==> src/rtl/pe_pkg.sv <==
// Shared definitions for the PE array controller.
//
// Contents:
//   PE_DATA_W       - operand / load_data width of a PE
//   PE_ACC_W        - accumulator width inside each PE
//   pe_ctrl_state_t - controller FSM state encoding
//   drain_count()   - cycles the array needs to flush its last operands
package pe_pkg;

    localparam int PE_DATA_W = 8;
    localparam int PE_ACC_W  = 16;

    typedef enum logic [2:0] {
        ST_IDLE  = 3'd0,
        ST_CLEAR = 3'd1,
        ST_FEED  = 3'd2,
        ST_DRAIN = 3'd3,
        ST_OUT   = 3'd4,
        ST_DONE  = 3'd5
    } pe_ctrl_state_t;

    // The last operand leaves the RAM after ram_lat cycles, then walks
    // through up to rows+cols PEs. One more cycle covers the multiply stage.
    function automatic int drain_count(input int ram_lat, input int rows, input int cols);
        return ram_lat + rows + cols + 1;
    endfunction

endpackage

==> src/rtl/pe_skew_line.sv <==
// 1-bit delay chain used to skew the row/column valids of the array.
//
// Parameters:
//   DEPTH - number of register stages (>= 1)
// Ports:
//   clk  - clock
//   rst  - asynchronous active-high reset, clears every stage
//   din  - bit to delay
//   dout - din delayed by DEPTH cycles
module pe_skew_line #(
    parameter int DEPTH = 1
) (
    input  logic clk,
    input  logic rst,
    input  logic din,
    output logic dout
);

    logic [DEPTH-1:0] stages;

    generate
        if (DEPTH == 1) begin : g_single
            always_ff @(posedge clk or posedge rst) begin
                if (rst) begin
                    stages <= '0;
                end else begin
                    stages <= din;
                end
            end
        end else begin : g_chain
            always_ff @(posedge clk or posedge rst) begin
                if (rst) begin
                    stages <= '0;
                end else begin
                    stages <= {stages[DEPTH-2:0], din};
                end
            end
        end
    endgenerate

    assign dout = stages[DEPTH-1];

endmodule

==> src/rtl/pe_array_ctrl.sv <==
// Job sequencer for a ROWS x COLS systolic MAC array.
//
// A job clears the accumulators, streams k_len operand pairs from the A/B
// read RAMs, waits for the array to drain, then reads the ROWS*COLS results
// out one at a time.
//
// Optional feature macro: PE_ARRAY_CTRL_BIAS_EN
//   defined   - extra 8-bit input 'bias' is sampled with start and loaded
//               into every accumulator during CLEAR
//   undefined - no bias port, accumulators are cleared to 0
//
// Ports:
//   clk, rst                  - clock, asynchronous active-high reset
//   start, k_len, a_base,
//   b_base (, bias)           - job request; operands sampled in IDLE only
//   busy                      - FSM not in IDLE
//   done                      - one-cycle pulse at job end
//   ram_a_rd_en/addr          - A-RAM read port (row operands)
//   ram_b_rd_en/addr          - B-RAM read port (column operands)
//   row_vld, col_vld          - skewed operand valids into the array edges
//   pe_en                     - array enable, CLEAR through DRAIN
//   load_vld, load_data       - accumulator load strobe and value
//   pe_busy                   - OR of the PE activity flags
//   res_row, res_col          - result mux select
//   res_vld, res_rdy          - result handshake
//
// Result handshake: a beat transfers on a cycle where res_vld and res_rdy are
// both high; while res_rdy is low, res_vld and the indices hold.
//
// All FSM outputs are registered and change together with the state.
module pe_array_ctrl
    import pe_pkg::*;
#(
    parameter int ROWS    = 4,
    parameter int COLS    = 4,
    parameter int KW      = 8,
    parameter int AW      = 10,
    parameter int RAM_LAT = 1,
    localparam int RW     = (ROWS > 1) ? $clog2(ROWS) : 1,
    localparam int CW     = (COLS > 1) ? $clog2(COLS) : 1
) (
    input  logic                 clk,
    input  logic                 rst,
    input  logic                 start,
    input  logic [KW-1:0]        k_len,
    input  logic [AW-1:0]        a_base,
    input  logic [AW-1:0]        b_base,
`ifdef PE_ARRAY_CTRL_BIAS_EN
    input  logic [PE_DATA_W-1:0] bias,
`endif
    output logic                 busy,
    output logic                 done,
    output logic                 ram_a_rd_en,
    output logic [AW-1:0]        ram_a_rd_addr,
    output logic                 ram_b_rd_en,
    output logic [AW-1:0]        ram_b_rd_addr,
    output logic [ROWS-1:0]      row_vld,
    output logic [COLS-1:0]      col_vld,
    output logic                 pe_en,
    output logic                 load_vld,
    output logic [PE_DATA_W-1:0] load_data,
    input  logic                 pe_busy,
    output logic [RW-1:0]        res_row,
    output logic [CW-1:0]        res_col,
    output logic                 res_vld,
    input  logic                 res_rdy
);

    localparam int DRAIN_N = drain_count(RAM_LAT, ROWS, COLS);
    localparam int DW      = $clog2(DRAIN_N + 1);

    pe_ctrl_state_t state;
    logic [KW-1:0]  k_len_q;
    logic [KW-1:0]  k;
    logic [AW-1:0]  a_base_q;
    logic [AW-1:0]  b_base_q;
    logic [DW-1:0]  drain_cnt;

    always_ff @(posedge clk or posedge rst) begin
        if (rst) begin
            state         <= ST_IDLE;
            k_len_q       <= '0;
            k             <= '0;
            a_base_q      <= '0;
            b_base_q      <= '0;
            drain_cnt     <= '0;
            busy          <= 1'b0;
            done          <= 1'b0;
            ram_a_rd_en   <= 1'b0;
            ram_a_rd_addr <= '0;
            ram_b_rd_en   <= 1'b0;
            ram_b_rd_addr <= '0;
            pe_en         <= 1'b0;
            load_vld      <= 1'b0;
            load_data     <= '0;
            res_row       <= '0;
            res_col       <= '0;
            res_vld       <= 1'b0;
        end else begin
            done <= 1'b0;
            case (state)
                ST_IDLE: begin
                    if (start) begin
                        state    <= ST_CLEAR;
                        k_len_q  <= k_len;
                        a_base_q <= a_base;
                        b_base_q <= b_base;
                        busy     <= 1'b1;
                        pe_en    <= 1'b1;
                        load_vld <= 1'b1;
`ifdef PE_ARRAY_CTRL_BIAS_EN
                        load_data <= bias;
`else
                        load_data <= '0;
`endif
                    end
                end

                ST_CLEAR: begin
                    load_vld  <= 1'b0;
                    load_data <= '0;
                    k         <= '0;
                    if (k_len_q != '0) begin
                        state         <= ST_FEED;
                        ram_a_rd_en   <= 1'b1;
                        ram_b_rd_en   <= 1'b1;
                        ram_a_rd_addr <= a_base_q;
                        ram_b_rd_addr <= b_base_q;
                    end else begin
                        state     <= ST_DRAIN;
                        drain_cnt <= DW'(DRAIN_N);
                    end
                end

                ST_FEED: begin
                    // Comparing against k_len-1 keeps k inside KW bits even
                    // for the largest k_len.
                    if (k == k_len_q - KW'(1)) begin
                        state         <= ST_DRAIN;
                        ram_a_rd_en   <= 1'b0;
                        ram_b_rd_en   <= 1'b0;
                        ram_a_rd_addr <= '0;
                        ram_b_rd_addr <= '0;
                        drain_cnt     <= DW'(DRAIN_N);
                    end else begin
                        k             <= k + KW'(1);
                        // Addresses wrap naturally modulo 2^AW.
                        ram_a_rd_addr <= ram_a_rd_addr + AW'(1);
                        ram_b_rd_addr <= ram_b_rd_addr + AW'(1);
                    end
                end

                ST_DRAIN: begin
                    // pe_busy catches PEs still working after the nominal
                    // flush time.
                    if (drain_cnt == '0 && !pe_busy) begin
                        state   <= ST_OUT;
                        pe_en   <= 1'b0;
                        res_vld <= 1'b1;
                        res_row <= '0;
                        res_col <= '0;
                    end else if (drain_cnt != '0) begin
                        drain_cnt <= drain_cnt - DW'(1);
                    end
                end

                ST_OUT: begin
                    if (res_vld && res_rdy) begin
                        if (res_col == CW'(COLS - 1)) begin
                            res_col <= '0;
                            if (res_row == RW'(ROWS - 1)) begin
                                state   <= ST_DONE;
                                res_vld <= 1'b0;
                                res_row <= '0;
                                done    <= 1'b1;
                            end else begin
                                res_row <= res_row + RW'(1);
                            end
                        end else begin
                            res_col <= res_col + CW'(1);
                        end
                    end
                end

                ST_DONE: begin
                    state <= ST_IDLE;
                    busy  <= 1'b0;
                end

                default: begin
                    state <= ST_IDLE;
                    busy  <= 1'b0;
                end
            endcase
        end
    end

    // Row i / column j see their operand RAM_LAT+i / RAM_LAT+j cycles after
    // the read was issued, so lane 0 lines up with the RAM data.
    genvar gi;
    generate
        for (gi = 0; gi < ROWS; gi++) begin : g_row_skew
            pe_skew_line #(.DEPTH(RAM_LAT + gi)) u_row_skew (
                .clk  (clk),
                .rst  (rst),
                .din  (ram_a_rd_en),
                .dout (row_vld[gi])
            );
        end
        for (gi = 0; gi < COLS; gi++) begin : g_col_skew
            pe_skew_line #(.DEPTH(RAM_LAT + gi)) u_col_skew (
                .clk  (clk),
                .rst  (rst),
                .din  (ram_b_rd_en),
                .dout (col_vld[gi])
            );
        end
    endgenerate

endmodule

==> config.mk <==
export PLATFORM = sky130hd
export DESIGN_NAME = pe_array_ctrl
export DESIGN_NICKNAME = d
export VERILOG_FILES = /design/src/rtl/pe_pkg.sv /design/src/rtl/pe_skew_line.sv /design/src/rtl/pe_array_ctrl.sv
export SDC_FILE = /design/constraint.sdc
export NUM_CORES = 1
export LEC_CHECK = 0
export BUFFER_PORTS_ARGS = -buffer_cell sky130_fd_sc_hd__buf_2
export CORE_AREA = 2 2 102 75
export DETAILED_ROUTE_END_ITERATION = 7
export DIE_AREA = 0 0 104 77
export PLACE_DENSITY_LB_ADDON = 0.12
export SLEW_MARGIN = 15
export SYNTH_ARGS = -nofsm -noshare
export SYNTH_HDL_FRONTEND = slang
export SYNTH_SLANG_ARGS = --single-unit
export TNS_END_PERCENT = 30
==> constraint.sdc <==
create_clock -name clk -period 5.5 [get_ports clk]
set_input_delay 0.275 -clock clk [delete_from_list [all_inputs] [get_ports clk]]
set_output_delay 0.275 -clock clk [all_outputs]
set_load 0.05 [all_outputs]
==> results.toml <==
[power]
ir_worst_vdd_mv = 0.3100
p_clk_share_pct = 16.7
seq_power_share_pct = 34.6
p_leak_nw = 2.157
power_density_nw_per_um2 = 685.6
power_mw = 3.184
power_switching_share_pct = 47.68
pwr-share-comb_pct = 48.6
internal_power_mw = 1.666
p_switching_mw = 1.518

[global_route]
grt_use_met2_pct = 35.13
grt_pass1_vias = 3056
grt_busiest_layer = "met2"
grt_pass1_wl_um = 14940
antenna_found_initial = 0
grt_use_met3_pct = 8.078
globalRoute.totalOverflow = 0
use_met1_pct = 33.24
grt_max_degree = 78
grtUsageTotal_pct = 23.64

[floorplan]
fp.dieW_um = 104
dieArea_um2 = 8008
die_height_um = 77
start_util_pct = 58.32
num_rows = 26
core_um2 = 7027
boundaryPins = 80

[sta]
max_slew_margin_pct = 22.81
setup_viol = 0
rsz0062_at_grt = "no"
min_period_over_period_pct = 58.78
min_period_ps = 3233
max_freq_mhz = 309.3
hold_viol_final = 0
fin_tns_setup_ps = 0
skew_ps = 10.65
drv_slew = 0
worst_pin_slew_ps = 1158

[setup_path]
max_stage_delay_ps = 920
r2r_cells = 5
crit_family = "compound AO/OA/AOI/OAI gates"
reg2reg_from = "state[2]$_DFFE_PP0P_"
path_class = "flop to flop"
start_kind = "flop"
cp-startpoint = "state[2]$_DFFE_PP0P_"
crit_fanout = 22
rrSetupSlack_ps = 2270
cp_slowest_cell = "a21oi_2"
cp_cell_sequence = "or3b_1, a21oi_2, nor2_1, a22oi_1, o211ai_1"
endpoint = "ram_a_rd_addr[3]$_DFFE_PP0P_"
worst_setup_path_end_kind = "flop"
path_buf_inv = 0
r2r_end = "ram_a_rd_addr[3]$_DFFE_PP0P_"
crit_cells = 5
crit_required_ps = 5740
cp.arrival_ps = 3470

[cells_and_area]
area_growth_pct = 13.31
num_antenna_cells = 0
nNetsFinal = 500
drive_gt1_share_pct = 28.39
finalInstanceArea_um2 = 4643

[min_path]
hp-class = "input pin to flop"

[placement]
gp_congestion = 0.8257
postPlaceCellArea_um2 = 4397
dp_hpwl_um = 5939
io_buffers = 71

[route]
drc = 0
ant_nets = 0
via_per_inst = 5.723
postRouteWirelength_um = 8916
first_pass_iters = 5
vias = 3222
drt_iter0_drc = 214
wire_per_inst_um = 15.84

[cts]
ctsHoldBuffers = 0
cts_buffer_depth = 2
path_clk_slew_ps = 90
clock_latency_ps = 370
cts_resized = 0
cts_tree = "built"
numCtsBuffers = 9
cts_htree_levels = 3
postCtsSetupRepairBufs = 0
cts-root-buf = "clkbuf_8"
cts_sinks = 77

[job]
drv_cap = 0

[synthesis]
synth.most_common_cell = "dfrtp_1"
yosysUniqueCellTypes = 58
yosys-top-cells-count = "77 x dfrtp_1, 38 x nand2_1, 31 x nor2_1"
synth.top_cell.area_share_pct = 47.02
synth_top_cell_by_area = "dfrtp_1"
synth-edff-count = 0
syn_area_um2 = 4098
ys_ff_latch = 77
synthArstFlopShare_pct = 100.0
ys.flop_type = "dfrtp_1"
ys_seq_area_share_pct = 47.02
ys_warn_count = 0
synth_cells = 405
syn-mean-instance-area_um2 = 10.12
synth_area_leaders = "dfrtp_1 47%, mux2_2 6.9%, nand2_1 3.5%, buf_4 3.1%, nor2_1 2.8%"

[status]
status = "complete, no violations"
==> layout by cell type (no fill, tap or decap), types with 4 or more instances in the layout <==
master / n
mux2i_1: 9
clkbuf_8: 10
inv_1: 8
nor2_1: 31
dfrtp_1: 77
mux2_2: 25
ha_1: 7
and2_1: 5
xnor2_1: 8
nand3b_1: 4
or2_2: 5
o211ai_1: 10
nand2_1: 38
a22oi_1: 14
nand3_1: 13
nand2b_1: 5
nor2b_1: 7
conb_1: 8
buf_2: 71
o22ai_1: 9
o21ai_0: 20
a21oi_1: 12
nor3_1: 7
==> routing by layer <==
| metal | wire length [um] | vias to the layer above |
|---|---|---|
| met3 | 589 | 11 |
| met4 | 94 | 0 |
| met5 | 0 | - |
| met1 | 4279 | 1572 |
| li1 | - | 1540 |
| met2 | 3952 | 99 |
==> cells by family after synthesis <==
logic type | count (synthesis) | synth area share (%)
and+or+nand+nor | 133 | 16.58
AOI/OAI and AO/OA | 95 | 15.91
DFF | 77 | 47.02
buffers and inverters | 45 | 6.290
muxes | 36 | 9.618
xor gates and xnor gates | 11 | 2.351
adders and majority gates | 7 | 2.137
other | 1 | 0.09152
==> metrics by stage <==
stage	hold WS, ps	std cells	utilization, %	setup WS [ps]
floorplan	376.1	412	-	3258
global placement	375.6	547	62.57	2404
detailed placement	378.1	547	62.57	2323
CTS	102.4	563	66.08	2318
global route	116.2	563	66.08	2058
finish	121.5	563	66.08	2267
==> sequential cells by signal (all words and copies together), names as in the netlist <==
name / count
k: 8
k_len_q: 8
res_col: 2
load_vld: 1
b_base_q: 10
res_vld: 1
ram_b_rd_en: 1
busy: 1
ram_a_rd_addr: 10
pe_en: 1
ram_b_rd_addr: 10
res_row: 2
a_base_q: 10
g_col_skew.u_col_skew.stages: 4
state: 3
done: 1
drain_cnt: 4
==> power groups by stage <==
stage	logic [mW]	clock network [mW]	registers, mW
after global placement	1.50	0	1.10
final	1.55	0.533	1.10
after global routing	1.69	0.569	1.14
after CTS	1.55	0.541	1.10
after floorplan	1.02	0	1.32
after detailed placement	1.54	0	1.11
==> tightest hold or removal path, cell delays in order <==
cell and delay [ps]:
buf_2 70, nand2_1 40, o21ai_0 60
==> cell type report <==
class	instances	area, um2
Fill cell	594	2384
Multi-Input combinational cell	290	1943
Sequential cell	77	1927
Timing Repair Buffer	73	370.4
Clock buffer	10	137.6
Tap cell	98	122.6
Clock inverter	6	108.9
Inverter	9	33.78
==> worst min path at each step <==
stage                                                            start                                           end  slack (ps)  depth (start not counted)
after global placement    g_col_skew[3].u_col_skew.stages[0]$_DFF_PP0_  g_col_skew[3].u_col_skew.stages[1]$_DFF_PP0_         380                          0
final                                                         k_len[1]                        k_len_q[1]$_DFFE_PP0P_         120                          3
after global routing                                          k_len[1]                        k_len_q[1]$_DFFE_PP0P_         120                          3
after detailed placement  g_col_skew[3].u_col_skew.stages[1]$_DFF_PP0_  g_col_skew[3].u_col_skew.stages[2]$_DFF_PP0_         380                          0
after floorplan           g_col_skew[3].u_col_skew.stages[0]$_DFF_PP0_  g_col_skew[3].u_col_skew.stages[1]$_DFF_PP0_         380                          0
after CTS                                                     k_len[1]                        k_len_q[1]$_DFFE_PP0P_         100                          3
No activity file was read; power rests on OpenSTA's default activity.
